`src/rtl/sc_ddr_scrub_pkg.sv`:
```
// rtl/sc_ddr_scrub_pkg.sv - shared types and AXI constants for the DDR scrubber
package sc_ddr_scrub_pkg;

    typedef enum logic [1:0] {
        ST_IDLE,
        ST_WAIT,
        ST_ADDR,
        ST_DATA
    } scrub_state_t;

    localparam logic [1:0] AXI_BURST_INCR = 2'b01;
    localparam logic [1:0] AXI_RESP_OKAY  = 2'b00;

    function automatic logic [2:0] axi_size(input int data_w);
        logic [2:0] s;
        s = 3'd0;
        for (int i = 0; i < 8; i++) begin
            if ((1 << i) == (data_w / 8)) s = 3'(i);
        end
        return s;
    endfunction

endpackage

```
`src/rtl/sc_sat_counter.sv`:
```
// rtl/sc_sat_counter.sv - event counter that holds at all-ones
module sc_sat_counter #(
    parameter int W = 16
) (
    input  logic         clk,
    input  logic         resetn,
    input  logic         inc,
    output logic [W-1:0] cnt
);

    always_ff @(posedge clk) begin
        if (!resetn) begin
            cnt <= '0;
        end else if (inc && (cnt != {W{1'b1}})) begin
            cnt <= cnt + W'(1);
        end
    end

endmodule

```
`src/rtl/sc_ddr_scrubber.sv`:
```
// rtl/sc_ddr_scrubber.sv - background AXI4 read scrubber walking an ECC-protected DDR region
module sc_ddr_scrubber
    import sc_ddr_scrub_pkg::*;
#(
    parameter int          ADDR_W       = 40,
    parameter int          DATA_W       = 128,
    parameter int          BURST_LEN    = 16,
    parameter logic [63:0] BASE_ADDR    = 64'h0,
    parameter logic [63:0] REGION_BYTES = 64'h8000_0000,
    parameter int          INTERVAL_CYC = 1024
) (
    input  logic              ACLK,
    input  logic              ARESETN,
    input  logic              EN,
    input  logic              ECC_CE,
    input  logic              ECC_UE,
    output logic [ADDR_W-1:0] M_AXI_ARADDR,
    output logic [7:0]        M_AXI_ARLEN,
    output logic [2:0]        M_AXI_ARSIZE,
    output logic [1:0]        M_AXI_ARBURST,
    output logic              M_AXI_ARVALID,
    input  logic              M_AXI_ARREADY,
    input  logic [DATA_W-1:0] M_AXI_RDATA,
    input  logic [1:0]        M_AXI_RRESP,
    input  logic              M_AXI_RLAST,
    input  logic              M_AXI_RVALID,
    output logic              M_AXI_RREADY,
    output logic              BUSY,
    output logic [31:0]       PASS_CNT,
    output logic [15:0]       CE_CNT,
    output logic [15:0]       UE_CNT,
    output logic [15:0]       RESP_ERR_CNT,
    output logic              PROTO_ERR
);

    localparam logic [63:0]       BURST_BYTES = 64'(BURST_LEN) * 64'(DATA_W / 8);
    localparam logic [ADDR_W-1:0] BASE_A      = ADDR_W'(BASE_ADDR);
    localparam logic [ADDR_W-1:0] END_A       = ADDR_W'(BASE_ADDR + REGION_BYTES);
    localparam logic [ADDR_W-1:0] STEP_A      = ADDR_W'(BURST_BYTES);
    localparam int                IW          = $clog2(INTERVAL_CYC + 1);
    localparam logic [IW-1:0]     ICNT_LOAD   = IW'(INTERVAL_CYC - 1);
    localparam logic [7:0]        LAST_BEAT   = 8'(BURST_LEN - 1);

    if (BURST_LEN < 1 || BURST_LEN > 256) begin : g_bad_len
        $error("BURST_LEN must be in 1..256");
    end
    if ((BASE_ADDR % BURST_BYTES) != 64'd0) begin : g_bad_base
        $error("BASE_ADDR must be aligned to the burst size");
    end
    if (REGION_BYTES == 64'd0 || (REGION_BYTES % BURST_BYTES) != 64'd0) begin : g_bad_region
        $error("REGION_BYTES must be a nonzero multiple of the burst size");
    end
    if (INTERVAL_CYC < 1) begin : g_bad_interval
        $error("INTERVAL_CYC must be at least 1");
    end

    scrub_state_t      state, state_nxt;
    logic [IW-1:0]     icnt;
    logic              icnt_load;
    logic [7:0]        beat_cnt;
    logic              ar_fire, beat_fire, beat_last, burst_end, wrap;
    logic [ADDR_W-1:0] addr_inc;
    logic              unused_rdata;

    assign unused_rdata = ^M_AXI_RDATA;

    assign M_AXI_ARLEN   = LAST_BEAT;
    assign M_AXI_ARSIZE  = axi_size(DATA_W);
    assign M_AXI_ARBURST = AXI_BURST_INCR;

    assign ar_fire   = M_AXI_ARVALID & M_AXI_ARREADY;
    assign beat_fire = M_AXI_RVALID & M_AXI_RREADY;
    assign beat_last = (beat_cnt == LAST_BEAT);
    // A burst closes on RLAST or on the expected final beat, whichever comes first.
    assign burst_end = beat_fire & (M_AXI_RLAST | beat_last);
    assign addr_inc  = M_AXI_ARADDR + STEP_A;
    assign wrap      = (addr_inc == END_A);

    assign BUSY = EN | (state == ST_ADDR) | (state == ST_DATA);

    always_comb begin
        state_nxt = state;
        icnt_load = 1'b0;
        case (state)
            ST_IDLE: begin
                if (EN) begin
                    state_nxt = ST_WAIT;
                    icnt_load = 1'b1;
                end
            end
            ST_WAIT: begin
                if (!EN) begin
                    state_nxt = ST_IDLE;
                end else if (icnt == '0) begin
                    state_nxt = ST_ADDR;
                end
            end
            ST_ADDR: begin
                if (ar_fire) state_nxt = ST_DATA;
            end
            ST_DATA: begin
                if (burst_end) begin
                    state_nxt = EN ? ST_WAIT : ST_IDLE;
                    icnt_load = EN;
                end
            end
            default: state_nxt = ST_IDLE;
        endcase
    end

    always_ff @(posedge ACLK) begin
        if (!ARESETN) begin
            state         <= ST_IDLE;
            icnt          <= '0;
            beat_cnt      <= '0;
            M_AXI_ARADDR  <= BASE_A;
            M_AXI_ARVALID <= 1'b0;
            M_AXI_RREADY  <= 1'b0;
            PROTO_ERR     <= 1'b0;
        end else begin
            state         <= state_nxt;
            M_AXI_ARVALID <= (state_nxt == ST_ADDR);
            M_AXI_RREADY  <= (state_nxt == ST_DATA);
            // Load with INTERVAL_CYC-1 so WAIT lasts exactly INTERVAL_CYC cycles.
            if (icnt_load) begin
                icnt <= ICNT_LOAD;
            end else if (state == ST_WAIT && icnt != '0) begin
                icnt <= icnt - IW'(1);
            end
            if (state != ST_DATA) begin
                beat_cnt <= '0;
            end else if (beat_fire) begin
                beat_cnt <= beat_cnt + 8'd1;
            end
            if (beat_fire && (M_AXI_RLAST != beat_last)) begin
                PROTO_ERR <= 1'b1;
            end
            if (burst_end) begin
                M_AXI_ARADDR <= wrap ? BASE_A : addr_inc;
            end
        end
    end

    sc_sat_counter #(.W(32)) u_pass_cnt (
        .clk    (ACLK),
        .resetn (ARESETN),
        .inc    (burst_end & wrap),
        .cnt    (PASS_CNT)
    );

    sc_sat_counter #(.W(16)) u_ce_cnt (
        .clk    (ACLK),
        .resetn (ARESETN),
        .inc    (ECC_CE),
        .cnt    (CE_CNT)
    );

    sc_sat_counter #(.W(16)) u_ue_cnt (
        .clk    (ACLK),
        .resetn (ARESETN),
        .inc    (ECC_UE),
        .cnt    (UE_CNT)
    );

    sc_sat_counter #(.W(16)) u_resp_err_cnt (
        .clk    (ACLK),
        .resetn (ARESETN),
        .inc    (beat_fire & (M_AXI_RRESP != AXI_RESP_OKAY)),
        .cnt    (RESP_ERR_CNT)
    );

endmodule
```
`config.mk`:
```
export PLATFORM = sky130hd
export DESIGN_NAME = sc_ddr_scrubber
export DESIGN_NICKNAME = d
export VERILOG_FILES = /design/src/rtl/sc_ddr_scrub_pkg.sv /design/src/rtl/sc_sat_counter.sv /design/src/rtl/sc_ddr_scrubber.sv
export SDC_FILE = /design/constraint.sdc
export NUM_CORES = 1
export LEC_CHECK = 0
export ABC_AREA = 1
export CORE_ASPECT_RATIO = 0.75
export CORE_MARGIN = 4
export CORE_UTILIZATION = 45
export CTS_CLUSTER_SIZE = 16
export DETAILED_ROUTE_END_ITERATION = 10
export PLACE_DENSITY = 0.79
export SLEW_MARGIN = 10
export SYNTH_ARGS = -nofsm -noshare
export SYNTH_HDL_FRONTEND = slang
export SYNTH_SLANG_ARGS = --single-unit
```
`constraint.sdc`:
```
create_clock -name ACLK -period 6.7 [get_ports ACLK]
set_input_delay 1.005 -clock ACLK [delete_from_list [all_inputs] [get_ports ACLK]]
set_output_delay 1.005 -clock ACLK [all_outputs]
set_load 0.05 [all_outputs]
```
======== Word-level counts from Yosys, hierarchy flattened ========
Cells that the tools add are included.
cells by class
  add/sub/neg operators ................... 7
  equality and inequality tests ........... 13
  mux-type cells .......................... 13
  bitwise operators ....................... 9
  reductions and logical operators ........ 13
operator list
  cell                                                 count
  adder 16 x 1 -> 16 bit (second input constant)       3
  inequality test 16 bit (second input constant)       3
  adder 40 x 9 -> 40 bit (second input constant)       1
  == test 40 x 32 -> 1 bit (second input constant)     1
  2-to-1 mux 40 bit                                    1
  adder 32 x 1 -> 32 bit (second input constant)       1
  inequality test 32 bit (second input constant)       1
  2-to-1 mux 10 bit                                    2
  logical NOT 11 bit                                   1
  nonzero test 11 bit                                  1
  subtractor 11 x 1 -> 11 bit (second input constant)  1
  2-to-1 mux 2 bit                                     5
  adder 8 x 1 -> 8 bit (second input constant)         1
  == test 2 bit (second input constant)                4
  == test 8 x 4 -> 1 bit (second input constant)       1
  one-hot mux 2 bit (4 select lines)                   1
  logical AND 1 bit                                    6
  bitwise AND 1 bit                                    5
  nonzero test 2 bit                                   2
  OR reduction 2 bit                                   2
  2-to-1 mux 1 bit                                     3
  OR 1 bit                                             3
  == test 2 x 1 -> 1 bit (second input constant)       1
  logical NOT 2 bit                                    1
  other kinds (4)                                      4
word-level totals
  bits in registers ....................... 144
  input port bits ......................... 138
  word-level logic and storage cells ...... 67

======== Longest topological paths before layout ========
Gate-level depths: netlist of the first run.
  depth in word-level cells ............... 6
  depth in mapped cells ................... 19
  mapped depth without buffers ............ 18

======== Modules after synthesis ========
A second synthesis of the first run with hierarchy kept.
unflattened totals
  cells, all modules ...................... 1,375
  area, all modules ....................... 8,563.2 um^2
by module, submodules not included
  module                         times used  cells an instance  area each (um^2)
  sc_ddr_scrubber                1           604                3,663.5
  sc_sat_counter (u_ce_cnt ...)  3           149                996.0
  sc_sat_counter (u_pass_cnt)    1           324                1,911.8

======== Worst setup path before layout of the first run ========
Ideal clock, no wire load.
  kind .................................... reg2reg
  from .................................... register M_AXI_ARADDR[9]
  to ...................................... register u_pass_cnt.cnt[11]
  setup time .............................. 110 ps
  arrival time ............................ 2,555 ps
  required time ........................... 6,590 ps
  path slack .............................. 4,035 ps
  stages on the path, launching flop included .. 17
  cell sequence ........................... dfxtp_1 ha_1 inv_1 nor2_4 nand2_2 nor2_4 nand3_1 nand2_1 nand2_1 nor2_1 nand3_1 nor2_4 buf_6 buf_6 nand4_1 nand2_1 nor2_1
between the ends
  cells in the longest elaborated chain, start to end .. 4
ends and longest elaborated chain
  element                   line                    RTL
  start, declared           sc_ddr_scrubber.sv:17   output logic [ADDR_W-1:0] M_AXI_ARADDR,
  start signal, assigned    sc_ddr_scrubber.sv:139  M_AXI_ARADDR <= wrap ? BASE_A : addr_inc;
  adder 40 x 9 -> 40 bit    sc_ddr_scrubber.sv:76   assign addr_inc = M_AXI_ARADDR + STEP_A;
  == test 40 x 32 -> 1 bit  sc_ddr_scrubber.sv:77   assign wrap = (addr_inc == END_A);
  bitwise AND 1 bit         sc_ddr_scrubber.sv:147  .inc (burst_end & wrap),
  logical AND 1 bit         sc_sat_counter.sv:14    end else if (inc && (cnt != {W{1'b1}})) begin
  end signal, assigned      sc_sat_counter.sv:15    cnt <= cnt + W'(1);
  end, declared             sc_sat_counter.sv:8     output logic [W-1:0] cnt
Every way passes these cells.
A chain may end at the register's enable or synchronous reset.

======== Worst setup path in the final report of the first run ========
  from .................................... input port EN
  to ...................................... output port BUSY
between the ends
  cells in the longest elaborated chain, start to end .. 2
ends and longest elaborated chain
  element                line                   RTL
  start, declared        sc_ddr_scrubber.sv:14  input logic EN,
  OR 1 bit (2 in a row)  sc_ddr_scrubber.sv:79  assign BUSY = EN | (state == ST_ADDR) | (state == ST_DATA);
  end, declared          sc_ddr_scrubber.sv:28  output logic BUSY,
Every way passes these cells.

==> results of run 1 <==
==> worst paths after layout <==
path | end | slack, ns | cells after the start
max | BUSY | 3.14 | 4
min | PROTO_ERR | 0.45 | 2
max reg2reg | u_pass_cnt.cnt[19] | 3.51 | 18
min reg2reg | PROTO_ERR | 0.45 | 2
==> critical path: cells and delay by family <==
family	cells	cell delay, ns
and+or+nand+nor	2	0.14
buffers and inverters	2	1.41
==> per-stage QoR <==
stage	hold WS (ns)	power (mW)
detailed placement	0.448	0.979
floorplan	0.445	0.960
global placement	0.440	0.976
global route	0.491	2.00
finish	0.451	1.94
CTS	0.457	1.95
==> layer usage <==
layer  GRT usage  routed length (um)  up-vias
met4      0.0485                 206        0
met2       0.324                9600      311
met5           0                   0        -
li1            -                   -     4567
met3      0.0473                1650       19
met1       0.287               10500     4013
==> logic make-up after synthesis <==
family,count (synthesis),share of synthesized area
and+or+nand+nor,805,0.425
buffers and inverters,267,0.133
xor gates and xnor gates,8,0.00835
DFF,136,0.324
other,2,0.000895
AOI/OAI and AO/OA,137,0.0863
adders and majority gates,15,0.0224
==> power groups by stage <==
stage	clock network [mW]	logic, mW	registers, mW
after global routing	1.02	0.146	0.836
after floorplan	0	0.102	0.858
final	0.972	0.131	0.834
after CTS	0.987	0.131	0.834
after detailed placement	0	0.128	0.851
after global placement	0	0.126	0.850
==> cells in the mapped netlist (4+ instances only) <==
| master | count |
|---|---|
| nand2_2 | 6 |
| nand3b_1 | 12 |
| o21ai_0 | 44 |
| ha_1 | 15 |
| nor4_1 | 7 |
| nand4_1 | 55 |
| nor3_1 | 37 |
| nor2_1 | 183 |
| nand2_1 | 370 |
| nor2_4 | 4 |
| inv_2 | 5 |
| a31oi_1 | 11 |
| nand3_1 | 108 |
| xor2_1 | 6 |
| dfxtp_1 | 136 |
| buf_1 | 6 |
| a21oi_1 | 73 |
| o21a_1 | 6 |
| nor3b_1 | 7 |
| inv_1 | 207 |
| buf_4 | 24 |
| nor2_2 | 6 |
| clkbuf_1 | 21 |
==> registers in the layout, summed over array words and instances, names as in the netlist <==
signal,count
M_AXI_ARADDR,32
u_pass_cnt.cnt,32
M_AXI_ARVALID,1
icnt,11
beat_cnt,8
u_ue_cnt.cnt,16
PROTO_ERR,1
M_AXI_RREADY,1
state,2
u_resp_err_cnt.cnt,16
u_ce_cnt.cnt,16
==> layout make-up <==
cell class,instances,area share
Multi-Input combinational cell,986,0.448
Sequential cell,136,0.263
Timing Repair Buffer,128,0.123
Inverter,213,0.0773
Clock buffer,26,0.0512
Tap cell,242,0.0293
Clock inverter,6,0.00823
==> metrics.txt, run 1 <==
crit-path max cell delay 0.81 ns; post-CTS sizing 0; Synth top area share 0.324; Final Skew 0.00869 ns; Layout fillers 1,676; asr flop ratio synth 0; CORE AREA 18,000 um2; Final Routed Wirelength 21,900 um; Psw 462 uW; CP Launch Type primary input; share of power burned in registers 0.431; max-slew violations 0; Tcrit/Tclk final 0.532; initial cell density of the core 0.467; CTS Hold Bufs 0; cell count after synthesis 1,370; worst-case clock buffer depth 2; DP Area 9730 um2; CP max stage cell clkdlybuf4s50_1; Worst EP arrival 2.56 ns; Critical Path Most Common Cell clkdlybuf4s50_1; clock transition at the registers of the reported paths 0.06 ns; fmax 0.281 GHz; DP HPWL 15,600 um; grt ovf 0; Main synth FF type dfxtp_1; Non-Filler Instances 1,737; CTS tree done; Final Setup Violations 0; global-route wire length before repair 37,200 um; Reg2Reg Launch Point M_AXI_ARADDR[9]; I/O Buffers 125; final setup margin 3.14 ns; final setup TNS 0 ns; wire per inst 12.6 um; Finished Cell Area 10,300 um2; Netlist cell types 35; Worst slew margin 0.284; DRT antenna net count 0; Ports 275; Internal Power 1.47 mW; PD cells 187 nW/um2; final core utilization 0.575; routability cong. 0.912; min cycle time layout 3.56 ns; drc violations 0; Final Hold Fails 0; Core Rows 42; DIE WIDTH 166 um; Max-Cap Viols 0; storage element area 2720 um2; mean number of vias per cell 5.13; placed cells 1,705; clock network fraction of design power 0.502; crit-path max FO 6; Post-CTS Repair Setup Buffers 0; GRT Total Usage 0.205; share of post-route cells with drive strength above 1 0.0421; Worst Setup End Kind primary output; CP Class primary input to primary output; most common cell after layout, fill and taps aside nand2_1; Worst VDD drop 0.175 mV; power share of the combinational group 0.068; H-tree lvl count 4; flops & latches, synth 136; initial antenna violation count 0; Clock Sinks 136; CP required 5.69 ns; Final #Nets 1,635; Leakage 4.14 nW; multi-input gate area in the final layout 4630 um2; clk_lat worst skew 0.42 ns; vias post-DR 8,910; EDFF count, synth 0; DP Worst Slack 3.05 ns; outcome finished clean; die height 126 um; most frequent cells in the layout 370 x nand2_1, 207 x inv_1, 182 x nor2_1, 136 x dfxtp_1, 124 x clkdlybuf4s50_1; Sw Share 0.239; largest net degree at the start of global routing 93; Antenna Diode Count 0; largest cells by area after synthesis dfxtp_1 32%, nand2_1 17%, inv_1 9.3%; worst hold start PROTO_ERR; RSZ-0062 raised after global routing false; worst path cell trace clkdlybuf4s50_1 -> nor2_1 -> nand2_1 -> clkdlybuf4s50_1; Ys Warns 0; start point of the critical path EN; Seq/Total Area, Yosys 0.324; initial drt markers 677; die area 20,900 um2; worst min path class flop to flop; Worst Max-Slew Pin Slew 1.07 ns; area delta synth->final 23.2%; synthesized area per cell 6.13 um2; vias in the first global route 8,001; First-pass DRT Iterations 5; Synth area leader dfxtp_1; CTS buffer count 17; Synth Cell Area 8390 um2; Root Buffer clkbuf_16
(Power assumes the default switching activity.)
==> inputs of run 2 (changes only) <==
--- a/config.mk
+++ b/config.mk
@@ -8,7 +8,7 @@
 export ABC_AREA = 1
 export CORE_ASPECT_RATIO = 0.75
 export CORE_MARGIN = 4
-export CORE_UTILIZATION = 45
+export CORE_UTILIZATION = 43
 export CTS_CLUSTER_SIZE = 16
 export DETAILED_ROUTE_END_ITERATION = 10
 export PLACE_DENSITY = 0.79
==> constraint.sdc (replaced) <==
create_clock -name ACLK -period 2.9 [get_ports ACLK]
set_input_delay 0.435 -clock ACLK [delete_from_list [all_inputs] [get_ports ACLK]]
set_output_delay 0.435 -clock ACLK [all_outputs]
set_load 0.05 [all_outputs]
==> metrics.txt, run 2 (same netlist as run 1, synthesis figures left out) <==
Ports 275 (unchanged); final core utilization 0.552 (-0.0232); Tcrit/Tclk final 0.892; Worst VDD drop 0.334 mV (+91%); Worst EP arrival 2.91 ns (+0.35 ns); Core Rows 43 (+2.4%); Final Routed Wirelength 22,500 um (+2.5%); H-tree lvl count 4 (unchanged); drc violations 0 (unchanged); crit-path max FO 22 (+16); min cycle time layout 2.59 ns; CORE AREA 18,800 um2 (+4.8%); worst path cell trace ha_2 -> inv_1 -> nor2_4 -> nand2_2 -> nor2_4 -> nand3_1 -> nand2_1 -> nand2_1 -> nor2_1 -> nand3_1 -> nor2_4 -> buf_6 -> nand2_1 -> nand2_1 -> nand2_1 -> nand2_1 -> inv_1; CTS buffer count 17 (unchanged); final setup margin 0.313 ns (-2.82 ns); final setup TNS 0 ns (unchanged); fmax 0.387 GHz; Root Buffer clkbuf_16; grt ovf 0 (unchanged); PD cells 425 nW/um2 (+130%); CP Launch Type flop; crit-path leading delay family simple AND/OR/NAND/NOR gates; Non-Filler Instances 1,750 (+0.75%); initial antenna violation count 0 (unchanged); crit-path max cell delay 0.42 ns (-0.39 ns); die height 129 um (+2.2%); Worst Setup End Kind flop; most common cell after layout, fill and taps aside nand2_1; CP required 3.23 ns (-2.46 ns); FF-to-FF setup slack 0.31 ns (-3.20 ns); DP Worst Slack 0.278 ns (-2.77 ns); GRT Total Usage 0.206 (+0.000948); I/O Buffers 125 (unchanged); Buf+Inv Stages, Crit Path 3 (+1); wire per inst 12.9 um (+1.8%); clk_lat worst skew 0.43 ns (about the same); DP HPWL 16,100 um (+3.1%); WHS 0.453 ns (+0.00202 ns); CP Class flop to flop; Final Hold Fails 0 (unchanged); worst-case clock buffer depth 2 (unchanged); Final Skew 0.00962 ns (+0.000931 ns); vias post-DR 8,949 (+0.44%); clock transition at the registers of the reported paths 0.07 ns (about the same); DRT antenna net count 0 (unchanged); Largest regs M_AXI_ARADDR (32), u_pass_cnt.cnt (32); Final #Nets 1,643 (+0.49%); DIE WIDTH 169 um (+2.2%); RSZ-0062 raised after global routing false; Critical Path Most Common Cell nand2_1; Leakage 4.17 nW (+0.73%); initial cell density of the core 0.446 (-0.0213); mean number of vias per cell 5.11 (-0.31%); Final Setup Violations 0 (unchanged); global-route wire length before repair 38,000 um (+2.3%); Worst Max-Slew Pin Slew 0.759 ns (-0.313 ns); Clock Sinks 136 (unchanged); largest net degree at the start of global routing 91 (-2.2%); placed cells 1,718 (+0.76%); Antenna Diode Count 0 (unchanged); most frequent cells in the layout 370 x nand2_1, 207 x inv_1, 182 x nor2_1, 136 x dfxtp_1, 124 x clkdlybuf4s50_1; share of post-route cells with drive strength above 1 0.0492 (+0.00709); outcome finished clean; Worst slew margin 0.494 (+0.210); Post-CTS Repair Setup Buffers 0 (unchanged); CP max stage cell dfxtp_1; vias in the first global route 8,132 (+1.6%); routability cong. 0.900 (-1.3%); area delta synth->final 23.9%; max-slew violations 0 (unchanged); die area 21,800 um2 (+4.4%); CTS tree done; initial drt markers 830 (+23%); worst min path class flop to flop; First-pass DRT Iterations 7 (+2); Max-Cap Viols 0 (unchanged)
==> run 2: changes by cell type in the layout (fill, tap and decap cells not counted), sizes merged <==
| cell | delta |
|---|---|
| inv | +11 |
| clkinvlp | -1 |
| bufinv | -1 |
| buf | +8 |
| clkbuf | -9 |
==> run 2: layout make-up <==
cell class	instances	area, um2
multi-input combinational	986	4640
timing repair buffer	136	1350
clock inverter	15	158
tap	247	309
sequential	136	2720
fill	1824	8430
inverter	213	800
clock buffer	17	425
==> run 2: final timing paths <==
check | cells past startpoint | end | from
worst max-delay path | 17 | u_pass_cnt.cnt[19] | M_AXI_ARADDR[8]
worst max register to register | 17 | u_pass_cnt.cnt[19] | M_AXI_ARADDR[8]
worst min register to register | 2 | PROTO_ERR | PROTO_ERR
worst min-delay path | 2 | PROTO_ERR | PROTO_ERR
==> run 2: what timing repair did <==
| action | CTS | global route |
|---|---|---|
| setup endpoints to repair | 0 | 20 |
| hold buffers | 0 | 0 |
| gates resized for setup | 0 | 3 |
==> run 2: metal layers <==
layer  track usage  wire (um)  share of wire  vias to the layer above
met5             0          0              0                        -
met4        0.0516        244          0.011                        0
met3        0.0488       1720          0.076                       24
met2         0.322       9650           0.43                      332
met1         0.290      10900           0.48                     4015
li1              -          -              -                     4578
==> run 2: tightest hold or removal path: stages, from the launching register on <==
cell and delay, ns:
dfxtp_1 0.31, inv_1 0.05, a21oi_1 0.05
==> run 2: where the power goes <==
part | internal, mW | leakage (nW) | switching, mW
logic | 0.0834 | 2.78 | 0.224
registers | 1.90 | 1.10 | 0.0263
clock network | 1.22 | 0.288 | 0.968
total | 3.20 | 4.17 | 1.22
==> run 2: through the flow <==
| stage | power (mW) | area, um2 |
|---|---|---|
| 2_1_floorplan | 2.22 | 8460 |
| 3_3_place_gp | 2.26 | 9810 |
| 3_5_place_dp | 2.27 | 9810 |
| 4_1_cts | 4.47 | 10400 |
| 5_1_grt | 4.60 | 10400 |
| 6_report | 4.42 | 10400 |
==> inputs of run 3 (changes only) <==
--- a/config.mk
+++ b/config.mk
@@ -7,7 +7,7 @@
 export LEC_CHECK = 0
 export ABC_AREA = 1
 export CORE_ASPECT_RATIO = 0.75
-export CORE_MARGIN = 4
+export CORE_MARGIN = 2
 export CORE_UTILIZATION = 43
 export CTS_CLUSTER_SIZE = 16
 export DETAILED_ROUTE_END_ITERATION = 10
==> metrics.txt, run 3 (same netlist as run 1, synthesis figures left out) <==
DIE WIDTH 165 um (-2.4%); Psw 1.25 mW (+2.3%); worst min path class flop to flop; wire length on met3 1460 um (-15%); Final #Nets 1,647 (+0.24%); most common cell after layout, fill and taps aside nand2_1; Buf+Inv Stages, Crit Path 3 (unchanged); First-pass DRT Iterations 5 (-2); Antenna Diode Count 0 (unchanged); DP Worst Slack 0.171 ns (-0.107 ns); largest net degree at the start of global routing 91 (unchanged); share of post-route cells with drive strength above 1 0.0511 (+0.00186); grt ovf 0 (unchanged); Largest regs M_AXI_ARADDR (32), u_pass_cnt.cnt (32); min cycle time layout 2.70 ns (+0.114 ns); Final Skew 0.0106 ns (+0.000941 ns); PD cells 420 nW/um2 (-1.3%); initial cell density of the core 0.436 (-0.0101); wire per inst 12.6 um (-1.9%); vias in the first global route 8,061 (-0.87%); initial antenna violation count 0 (unchanged); DP HPWL 16,000 um (-0.48%); outcome finished clean; initial drt markers 713 (-14%); CTS tree done; final setup TNS 0 ns (unchanged); Final Setup Violations 0 (unchanged); H-tree lvl count 4 (unchanged); Root Buffer clkbuf_16; Core Rows 44 (+2.3%); storage element area 2720 um2 (unchanged); Highest Signal Layer met4; most frequent cells in the layout 370 x nand2_1, 207 x inv_1, 182 x nor2_1, 136 x dfxtp_1, 124 x clkdlybuf4s50_1; DP Area 9840 um2 (+0.36%); multi-input gate area in the final layout 4640 um2 (about the same); vias post-DR 8,878 (-0.79%); DRT antenna net count 0 (unchanged); Worst Setup End Kind flop; Clock Sinks 136 (unchanged); worst-case clock buffer depth 2 (unchanged); die area 20,700 um2 (-5.4%); RSZ-0062 raised after global routing false; Finished Cell Area 10,400 um2 (+0.35%); CP required 3.27 ns (+0.04 ns); Max-Cap Viols 0 (unchanged); mean number of vias per cell 5.04 (-1.4%); crit-path max FO 40 (+82%); met1 WL 10,900 um (+0.12%); crit-path leading delay family simple AND/OR/NAND/NOR gates; Internal Power 3.13 mW (-2.2%); routability cong. 0.867 (-3.7%); clk_lat worst skew 0.43 ns (about the same); Leakage 4.19 nW (+0.55%); clock transition at the registers of the reported paths 0.07 ns (about the same); Ports 275 (unchanged); CP Launch Type flop; CP Class flop to flop; die height 125 um (-3.1%); Worst Max-Slew Pin Slew 0.582 ns (-0.178 ns); crit-path max cell delay 0.42 ns (about the same); Tcrit/Tclk final 0.931 (+0.0392); Sw Share 0.285 (+0.00905); met2 wire len 9610 um (-0.46%); Final Hold Fails 0 (unchanged); CTS Hold Bufs 0 (unchanged); drc violations 0 (unchanged); fmax 0.370 GHz (-4.2%); power share of the combinational group 0.070 (about the same); Worst VDD drop 0.282 mV (-16%); clock network fraction of design power 0.490 (-0.005); global-route wire length before repair 37,700 um (-0.84%); max-slew violations 0 (unchanged); final setup margin 0.199 ns (-0.114 ns); share of power burned in registers 0.439 (+0.004); worst path cell trace ha_1 -> inv_1 -> nor2_4 -> nand2_2 -> nor2_4 -> nand3_1 -> nand2_1 -> nand2_1 -> nor2_1 -> nand3_1 -> nor2_4 -> buf_12 -> nand3_1 -> nand2_1 -> inv_1 -> nor2_1; Layout fillers 1,896 (+3.9%); CORE AREA 19,300 um2 (+2.3%); CTS buffer count 17 (unchanged); area delta synth->final 24.3%; I/O Buffers 125 (unchanged); Worst EP arrival 3.07 ns (+0.16 ns); CP max stage cell dfxtp_1; GRT Total Usage 0.221 (+0.0142); Final Routed Wirelength 22,200 um (-1.3%); Worst slew margin 0.611 (+0.117)
run 3: cell count changes in the layout (fill, tap and decap cells not counted), moves of 2 or more:
cell	delta
inv_8	+5
inv_6	-5
buf_6	-2
buf_4	+5
run 3: per-layer routing:
layer  track usage  up-vias
li1              -     4582
met2         0.341      282
met3        0.0428       24
met5             0        -
met4        0.0578        0
met1         0.315     3990
run 3: path summary, 6_finish.rpt:
| path | depth (start not counted) | slack, ns | endpoint | startpoint |
|---|---|---|---|---|
| max reg2reg | 16 | 0.20 | u_pass_cnt.cnt[6] | M_AXI_ARADDR[8] |
| min | 2 | 0.45 | PROTO_ERR | PROTO_ERR |
| max | 16 | 0.20 | u_pass_cnt.cnt[6] | M_AXI_ARADDR[8] |
| min reg2reg | 2 | 0.45 | PROTO_ERR | PROTO_ERR |
run 3: area by class of cell:
class | instances | share of cell area
multi-input cells | 986 | 0.444
repair buffers | 140 | 0.133
clock inverters | 15 | 0.0143
clock buffers | 17 | 0.0408
well taps | 253 | 0.0303
inverters | 213 | 0.0766
flip-flops and latches | 136 | 0.261
run 3: per-stage QoR:
stage	utilization	cells	power, mW	hold WS [ns]
2_1_floorplan	-	1389	2.22	0.445
6_report	0.542	1760	4.38	0.455
5_1_grt	0.542	1760	4.54	0.496
3_5_place_dp	0.511	1726	2.27	0.443
3_3_place_gp	0.511	1726	2.26	0.440
4_1_cts	0.541	1758	4.41	0.453
run 3: power by group through the flow:
stage,sequential [mW],combinational (mW),clock (mW)
2_1_floorplan,1.98,0.236,0
3_3_place_gp,1.96,0.298,0
3_5_place_dp,1.97,0.304,0
4_1_cts,1.92,0.307,2.18
5_1_grt,1.93,0.343,2.27
6_report,1.92,0.308,2.15
run 3: what timing repair did:
action | 4_1_cts | 5_1_grt
gates resized for setup | 0 | 1
buffers inserted | 0 | 2
setup endpoints to repair | 0 | 22
run 3: worst min-delay path, cell delays in order (launching register included):
cell	delay [ns]
dfxtp_1	0.31
inv_1	0.05
a21oi_1	0.05
